$ cat src/rtl/mem_arbiter.sv
// Arbitrates per-consumer read/write requests onto NUM_CHANNELS memory channels and relays results.
// Define MEM_ARBITER_ROUND_ROBIN_EN for a rotating per-channel scan start; default is fixed priority.
module mem_arbiter #(
  parameter int unsigned ADDR_BITS     = 8,
  parameter int unsigned DATA_BITS     = 8,
  parameter int unsigned NUM_CONSUMERS = 4,
  parameter int unsigned NUM_CHANNELS  = 1,
  parameter int unsigned WRITE_ENABLE  = 1
) (
  input  logic                               clk,
  input  logic                               reset,
  input  logic [NUM_CONSUMERS-1:0]           consumer_read_valid,
  input  logic [NUM_CONSUMERS*ADDR_BITS-1:0] consumer_read_address,
  output logic [NUM_CONSUMERS-1:0]           consumer_read_ready,
  output logic [NUM_CONSUMERS*DATA_BITS-1:0] consumer_read_data,
  input  logic [NUM_CONSUMERS-1:0]           consumer_write_valid,
  input  logic [NUM_CONSUMERS*ADDR_BITS-1:0] consumer_write_address,
  input  logic [NUM_CONSUMERS*DATA_BITS-1:0] consumer_write_data,
  output logic [NUM_CONSUMERS-1:0]           consumer_write_ready,
  output logic [NUM_CHANNELS-1:0]            mem_read_valid,
  output logic [NUM_CHANNELS*ADDR_BITS-1:0]  mem_read_address,
  input  logic [NUM_CHANNELS-1:0]            mem_read_ready,
  input  logic [NUM_CHANNELS*DATA_BITS-1:0]  mem_read_data,
  output logic [NUM_CHANNELS-1:0]            mem_write_valid,
  output logic [NUM_CHANNELS*ADDR_BITS-1:0]  mem_write_address,
  output logic [NUM_CHANNELS*DATA_BITS-1:0]  mem_write_data,
  input  logic [NUM_CHANNELS-1:0]            mem_write_ready
);

  localparam int unsigned CW = (NUM_CONSUMERS > 1) ? $clog2(NUM_CONSUMERS) : 1;

  localparam logic [2:0] StIdle          = 3'd0;
  localparam logic [2:0] StReadWaiting   = 3'd1;
  localparam logic [2:0] StWriteWaiting  = 3'd2;
  localparam logic [2:0] StReadRelaying  = 3'd3;
  localparam logic [2:0] StWriteRelaying = 3'd4;

  logic [2:0]    state_q [NUM_CHANNELS];
  logic [2:0]    state_d [NUM_CHANNELS];
  logic [CW-1:0] cur_q   [NUM_CHANNELS];
  logic [CW-1:0] cur_d   [NUM_CHANNELS];
`ifdef MEM_ARBITER_ROUND_ROBIN_EN
  logic [CW-1:0] ptr_q   [NUM_CHANNELS];
  logic [CW-1:0] ptr_d   [NUM_CHANNELS];
`endif

  logic [NUM_CONSUMERS-1:0] claimed_q, claimed_d, taken;
  logic [NUM_CONSUMERS-1:0] read_ready_d, write_ready_d;
  logic [NUM_CONSUMERS*DATA_BITS-1:0] read_data_d;
  logic [NUM_CHANNELS-1:0]  mrv_d, mwv_d;
  logic [NUM_CHANNELS*ADDR_BITS-1:0] mra_d, mwa_d;
  logic [NUM_CHANNELS*DATA_BITS-1:0] mwd_d;
  logic [CW-1:0] idx;
  logic          found;

  always_comb begin
    state_d       = state_q;
    cur_d         = cur_q;
`ifdef MEM_ARBITER_ROUND_ROBIN_EN
    ptr_d         = ptr_q;
`endif
    claimed_d     = claimed_q;
    // Claims made this cycle are visible to higher channels; releases only from next cycle.
    taken         = claimed_q;
    read_ready_d  = consumer_read_ready;
    write_ready_d = consumer_write_ready;
    read_data_d   = consumer_read_data;
    mrv_d         = mem_read_valid;
    mra_d         = mem_read_address;
    mwv_d         = mem_write_valid;
    mwa_d         = mem_write_address;
    mwd_d         = mem_write_data;
    idx           = '0;
    found         = 1'b0;
    for (int ch = 0; ch < NUM_CHANNELS; ch++) begin
      case (state_q[ch])
        StIdle: begin
          found = 1'b0;
          for (int k = 0; k < NUM_CONSUMERS; k++) begin
`ifdef MEM_ARBITER_ROUND_ROBIN_EN
            idx = CW'((int'(ptr_q[ch]) + k) % NUM_CONSUMERS);
`else
            idx = CW'(k);
`endif
            if (!found && !taken[idx] && (consumer_read_valid[idx] ||
                (WRITE_ENABLE != 0 && consumer_write_valid[idx]))) begin
              found          = 1'b1;
              taken[idx]     = 1'b1;
              claimed_d[idx] = 1'b1;
              cur_d[ch]      = idx;
`ifdef MEM_ARBITER_ROUND_ROBIN_EN
              ptr_d[ch]      = CW'((int'(idx) + 1) % NUM_CONSUMERS);
`endif
              if (consumer_read_valid[idx]) begin
                mrv_d[ch] = 1'b1;
                mra_d[ch*ADDR_BITS +: ADDR_BITS] =
                    consumer_read_address[idx*ADDR_BITS +: ADDR_BITS];
                state_d[ch] = StReadWaiting;
              end else begin
                mwv_d[ch] = 1'b1;
                mwa_d[ch*ADDR_BITS +: ADDR_BITS] =
                    consumer_write_address[idx*ADDR_BITS +: ADDR_BITS];
                mwd_d[ch*DATA_BITS +: DATA_BITS] =
                    consumer_write_data[idx*DATA_BITS +: DATA_BITS];
                state_d[ch] = StWriteWaiting;
              end
            end
          end
        end
        StReadWaiting: begin
          if (mem_read_ready[ch]) begin
            mrv_d[ch] = 1'b0;
            read_data_d[cur_q[ch]*DATA_BITS +: DATA_BITS] =
                mem_read_data[ch*DATA_BITS +: DATA_BITS];
            read_ready_d[cur_q[ch]] = 1'b1;
            state_d[ch] = StReadRelaying;
          end
        end
        StWriteWaiting: begin
          if (mem_write_ready[ch]) begin
            mwv_d[ch] = 1'b0;
            write_ready_d[cur_q[ch]] = 1'b1;
            state_d[ch] = StWriteRelaying;
          end
        end
        StReadRelaying: begin
          if (!consumer_read_valid[cur_q[ch]]) begin
            read_ready_d[cur_q[ch]] = 1'b0;
            claimed_d[cur_q[ch]]    = 1'b0;
            state_d[ch]             = StIdle;
          end
        end
        StWriteRelaying: begin
          if (!consumer_write_valid[cur_q[ch]]) begin
            write_ready_d[cur_q[ch]] = 1'b0;
            claimed_d[cur_q[ch]]     = 1'b0;
            state_d[ch]              = StIdle;
          end
        end
        default: state_d[ch] = StIdle;
      endcase
    end
  end

  always_ff @(posedge clk) begin
    if (reset) begin
      for (int ch = 0; ch < NUM_CHANNELS; ch++) begin
        state_q[ch] <= StIdle;
        cur_q[ch]   <= '0;
`ifdef MEM_ARBITER_ROUND_ROBIN_EN
        ptr_q[ch]   <= '0;
`endif
      end
      claimed_q            <= '0;
      consumer_read_ready  <= '0;
      consumer_read_data   <= '0;
      consumer_write_ready <= '0;
      mem_read_valid       <= '0;
      mem_read_address     <= '0;
      mem_write_valid      <= '0;
      mem_write_address    <= '0;
      mem_write_data       <= '0;
    end else begin
      state_q              <= state_d;
      cur_q                <= cur_d;
`ifdef MEM_ARBITER_ROUND_ROBIN_EN
      ptr_q                <= ptr_d;
`endif
      claimed_q            <= claimed_d;
      consumer_read_ready  <= read_ready_d;
      consumer_read_data   <= read_data_d;
      consumer_write_ready <= write_ready_d;
      mem_read_valid       <= mrv_d;
      mem_read_address     <= mra_d;
      mem_write_valid      <= mwv_d;
      mem_write_address    <= mwa_d;
      mem_write_data       <= mwd_d;
    end
  end

endmodule

$ cat config.mk
export PLATFORM = sky130hd
export DESIGN_NAME = mem_arbiter
export DESIGN_NICKNAME = d
export VERILOG_FILES = /design/src/rtl/mem_arbiter.sv
export SDC_FILE = /design/constraint.sdc
export NUM_CORES = 1
export LEC_CHECK = 0
export CAP_MARGIN = 10
export CORE_ASPECT_RATIO = 1.1
export CORE_MARGIN = 2
export CORE_UTILIZATION = 46
export DETAILED_ROUTE_END_ITERATION = 8
export PLACE_DENSITY = 0.95
export SLEW_MARGIN = 20
export SYNTH_ARGS = -nofsm -noshare
export SYNTH_HDL_FRONTEND = slang
export SYNTH_SLANG_ARGS = --single-unit
$ cat constraint.sdc
create_clock -name clk -period 6.2 [get_ports clk]
set_input_delay 1.24 -clock clk [delete_from_list [all_inputs] [get_ports clk]]
set_output_delay 1.24 -clock clk [all_outputs]
set_load 0.005 [all_outputs]
* Word level (Yosys, flattened, before mapping)
Index checks and enable logic that the tools add are counted.
** Operators by class
- Multiply operators :: 0
- Div/mod/pow operators :: 0
- Magnitude comparators :: 2
- Add/sub/neg operators :: 1
- Mux-type cells :: 87
- Shift-type cells :: 2
- Bitwise logic cells :: 6
- Reductions and logical operators :: 37
- Equal/unequal tests :: 13
** Operator list (count)
- $mux W8 :: 24
- $neg A5 Y34 :: 1
- $shift A8 B34 Y32 const A :: 1
- $shiftx A8 B34 Y32 :: 1
- $bwmux W32 :: 1
- $mux W1 :: 31
- $mux W3 :: 8
- $mux W4 :: 6
- $mux W2 :: 8
- $ne A2 B2 Y1 const B :: 8
- $pmux W4 S2 :: 2
- $reduce_and A4 Y1 :: 4
- $pmux W3 S5 :: 1
- $and A4 B4 Y4 :: 3
- $pmux W4 S3 :: 1
- $logic_and A1 B1 Y1 :: 8
- $or A4 B4 Y4 :: 2
- $reduce_and A2 Y1 :: 4
- $reduce_bool A2 Y1 :: 4
- $logic_not A1 Y1 :: 7
- $eq A3 B2 Y1 const B :: 2
- $reduce_and A3 Y1 :: 2
- $ne A5 B5 Y1 const B :: 1
- $reduce_and A5 Y1 :: 1
- other kinds (12) :: 17
** Storage, ports and cells
- Word-level logic and storage cells :: 162
- Latch bits :: 0
- Memories kept :: 0
- Output and inout port bits :: 66
- Bits in registers :: 75
- Input bits :: 116
- ROM bits :: 0
- Bits in writable memories :: 0

* Depth between registers and ports, before layout
- Depth after elaboration :: 19
- Mapped depth :: 7
- Gate-level depth less buffers :: 5

* Least setup slack after synthesis
Ideal clock, no wire load.
- Path kind :: input port to flip-flop
- Start :: input port consumer_read_valid[0]
- End :: register mem_write_address[0]
- Required time :: 6066 ps
- Arrival :: 2747 ps
- Setup slack :: 3320 ps
- Buffers on the path :: 1
- Library setup time :: 134 ps
- Stages :: 6
- Cells stage by stage :: nor3b_2 > buf_4 > mux2_2 > mux2_2 > a221oi_1 > nor4_1
** On the way
- Cells in the longest elaborated chain, start to end :: 18
- Elaborated cells between the ends (all ways) :: 25
- Those cells by class :: mux: 14; reduce/logical: 11
** RTL lines
- from (decl) :: RTL line 12 : input logic [NUM_CONSUMERS-1:0] consumer_read_valid,
- $logic_or A1 B1 Y1 :: RTL line 85 : if (!found && !taken[idx] && (consumer_read_valid[idx] ||
- $logic_and A1 B1 Y1 :: RTL line 85
- $mux W1 :: RTL line 85
- $mux W1 :: RTL line 76 : case (state_q[ch])
- $logic_not A1 Y1 :: RTL line 85
- $logic_and A1 B1 Y1 (2 in a row) :: RTL line 85
- $mux W1 :: RTL line 85
- $mux W1 :: RTL line 76
- $logic_not A1 Y1 :: RTL line 85
- $logic_and A1 B1 Y1 (2 in a row) :: RTL line 85
- $mux W1 :: RTL line 85
- $mux W1 :: RTL line 76
- $logic_not A1 Y1 :: RTL line 85
- $logic_and A1 B1 Y1 (2 in a row) :: RTL line 85
- $mux W8 (*) :: RTL line 85
- to (signal assigned) :: RTL line 176 : mem_write_address <= mwa_d;
- to (decl) :: RTL line 25 : output logic [NUM_CHANNELS*ADDR_BITS-1:0] mem_write_address,
Every way passes the cells marked *; elsewhere a longest branch is shown, timed or not. The select of a mux whose other input is x is not followed.
A chain may end at the register's enable or synchronous reset.

* Final worst setup path
- Start :: input port consumer_write_valid[2]
- End :: register mem_write_data[5]
** On the way
- Cells in the longest elaborated chain, start to end :: 8
- Elaborated cells between the ends (all ways) :: 10
- Those cells by class :: mux: 5; reduce/logical: 5
** RTL lines
- from (decl) :: RTL line 16 : input logic [NUM_CONSUMERS-1:0] consumer_write_valid,
- $logic_or A1 B1 Y1 (*) :: RTL line 85
- $logic_and A1 B1 Y1 (*) :: RTL line 85
- $mux W1 :: RTL line 85
- $mux W1 :: RTL line 76
- $logic_not A1 Y1 :: RTL line 85
- $logic_and A1 B1 Y1 (2 in a row) :: RTL line 85
- $mux W8 (*) :: RTL line 85
- to (signal assigned) :: RTL line 177 : mem_write_data <= mwd_d;
- to (decl) :: RTL line 26 : output logic [NUM_CHANNELS*DATA_BITS-1:0] mem_write_data,
Marks and branches as above.

==> flow_summary.json <==
{
  "drtPass1Iterations": 5,
  "worstSetupPathType": "primary input to flop",
  "finalCritPeriodShare_pct": 59.68,
  "viasPerCell": 5.988,
  "synth-seq-cells": 75,
  "drive_above_1_share_pct": 9.593,
  "met3_usage_pct": 4.348,
  "seq_power_share_pct": 33.3,
  "fmax_mhz": 270.3,
  "path_max_fanout": 18,
  "synthToLayoutAreaGrowth_pct": 48.48,
  "power.density_nw_per_um2": 328.8,
  "fin_crit_ps": 3700,
  "die_area_sq_um": 9969,
  "clock_path_buffers": 2,
  "grt-busiest-layer": "met2",
  "synth_top_cell_by_area": "dfxtp_1",
  "clockPowerShare_pct": 20.5,
  "switchingPower_uw": 795.3,
  "cts_resized": 0,
  "core.rowCount": 36,
  "first_iter_violations": 300,
  "endpoint_kind": "flop",
  "cts_hold_buf": 0,
  "setup_viol_count_final": 0,
  "antenna_found_initial": 0,
  "yosysSeqAreaShare_pct": 35.53,
  "drc": 0,
  "grt_overflow": 0,
  "p_sw_share_pct": 38.56,
  "synth-edff-count": 0,
  "netlist_top_cells_count": "nand2_1 (91), dfxtp_1 (75), a21oi_1 (58), nand3_1 (36), clkbuf_1 (33)",
  "core_area_sq_um": 8919,
  "p_int_uw": 1267,
  "cts-root-buf": "clkbuf_8",
  "worst_pin_slew_ps": 1116,
  "ir_worst_vdd_mv": 0.2230,
  "skew_ps": 9.822,
  "num_io_pins": 182,
  "synth_flop_cell": "dfxtp_1",
  "tritoncts": "yes",
  "synthDistinctLibCells": 47,
  "htreeDepth": 3,
  "grtUsageMet1_pct": 32.31,
  "outcome": "finished clean",
  "die_x_um": 95.38,
  "grt_start_max_net_pins": 62,
  "post-cts-setup-buffers": 0,
  "synth_area_sq_um": 4225,
  "hold_violations": 0,
  "cap_violations": 0,
  "n_antenna_cell": 0,
  "syn_area_per_cell_sq_um": 8.018,
  "slew_violations": 0,
  "initial_utilization_pct": 47.38,
  "yosys_warnings": 0,
  "synthTopCellsByArea": "dfxtp_1 (36%), mux2_2 (8.5%), nand2_1 (8.1%)",
  "setup_tns_ps": 0,
  "route.vias.total": 4802,
  "clock_latency_ps": 350,
  "post-dp-hpwl_um": 10100,
  "grt_pass1_vias": 4597,
  "p_leak_uw": 0.002214,
  "grt_usage_pct": 27.28,
  "fill_cells": 653,
  "gp_congestion": 0.8731,
  "start_kind": "primary input",
  "required_ps": 6410,
  "syn_inst": 527,
  "clkSinkCount": 75,
  "yosysMostFrequentCell": "nand2_1",
  "nets": 807,
  "grt_pass1_wl_um": 21760,
  "yosys.area.top_type_share_pct": 35.53,
  "port_buffers": 181,
  "hp-class": "flop to flop",
  "finish.utilization_pct": 70.34,
  "synth_nets": 651,
  "final_antenna_net_count": 0,
  "synthArstFlopShare_pct": 0,
  "p_comb_share_pct": 46.1,
  "cts_buffers": 9,
  "grt_setup_unrepaired": "no",
  "gr-usage-met2_pct": 46.98,
  "cp.arrival_ps": 3910,
  "clkSlewWorstSetupHoldPaths_ps": 90,
  "routed_wl_um": 13930,
  "relSlewSlack_pct": 25.29,
  "die_y_um": 104.5,
  "post_drt_wl_per_cell_um": 17.36
}
[cells in the final DEF (no fill, tap or decap), types with 3 or more instances in the layout]
master,count
o21bai_1,3
nand3_1,36
a22o_1,8
clkdlybuf4s50_1,180
a211oi_1,4
nor2b_1,3
a221oi_1,18
nand3b_1,3
clkbuf_8,10
nand2b_1,3
nor4_1,16
a31oi_1,8
buf_4,3
inv_1,7
a21oi_1,58
nor3b_1,5
o211ai_1,8
nand2_1,91
o21ai_0,14
mux2i_1,12
and2_1,4
ha_1,8
nor2_1,22
nor3_1,20
a32o_1,4
dfxtp_1,75
mux2_2,32
[power by group through the flow]
stage	clock network [uW]	logic, uW	registers, uW
2_1_floorplan	0	613	654
4_1_cts	424	943	683
3_3_place_gp	0	896	685
6_report	423	952	688
5_1_grt	442	1030	701
3_5_place_dp	0	935	691
[final timing paths]
check	from	endpoint	slack [ps]	cells after the start
hold reg to reg	consumer_read_data[25]$_SDFFE_PP0P_	consumer_read_data[25]$_SDFFE_PP0P_	450	2
setup reg to reg	claimed_q[0]$_SDFFE_PP0P_	mem_write_address[1]$_SDFFE_PP0P_	3530	5
hold / removal	consumer_read_data[25]$_SDFFE_PP0P_	consumer_read_data[25]$_SDFFE_PP0P_	450	2
setup / recovery	consumer_write_valid[2]	mem_write_data[5]$_SDFFE_PP0P_	2500	5
[per-layer routing]
layer	vias to the layer above	part of all wire (%)
met5	-	0
met4	0	3.8
met3	55	9.1
met2	311	50
met1	2196	37
li1	2240	-
[stage by stage]
stage | setup slack [ps] | hold slack, ps | instances | cell area (sq um) | total power (uW)
floorplan | 3320 | 448.3 | 527 | 4225 | 1266
global placement | 2372 | 438.7 | 786 | 6040 | 1581
detailed placement | 2209 | 446.3 | 786 | 6040 | 1626
CTS | 2589 | 456.2 | 802 | 6266 | 2050
global route | 2267 | 477.6 | 802 | 6274 | 2177
finish | 2500 | 454.2 | 802 | 6274 | 2063
[critical path, cell delays in order]
cell	delay, ps
clkdlybuf4s50_1	530
nor3b_2	920
nand2_1	650
a221oi_1	460
nor4_1	100
[area by class of cell]
cell class                 count  area, sq um  share of cell area [%]
timing repair buffer         184         1829                   29.16
tap                          114        142.6                   2.274
clock inverter                 6        88.84                   1.416
multi-input combinational    405         2544                   40.55
clock buffer                  10        137.6                   2.194
sequential                    75         1501                   23.93
inverter                       8        30.03                  0.4787
[cell families after synthesis]
kind of cell	share of synthesized area [%]
adders and majority gates	2.369
DFF	35.53
buffers and inverters	4.560
and+or+nand+nor	24.10
AOI/OAI and AO/OA	21.00
muxes	12.44
(Power assumes the default switching activity.)
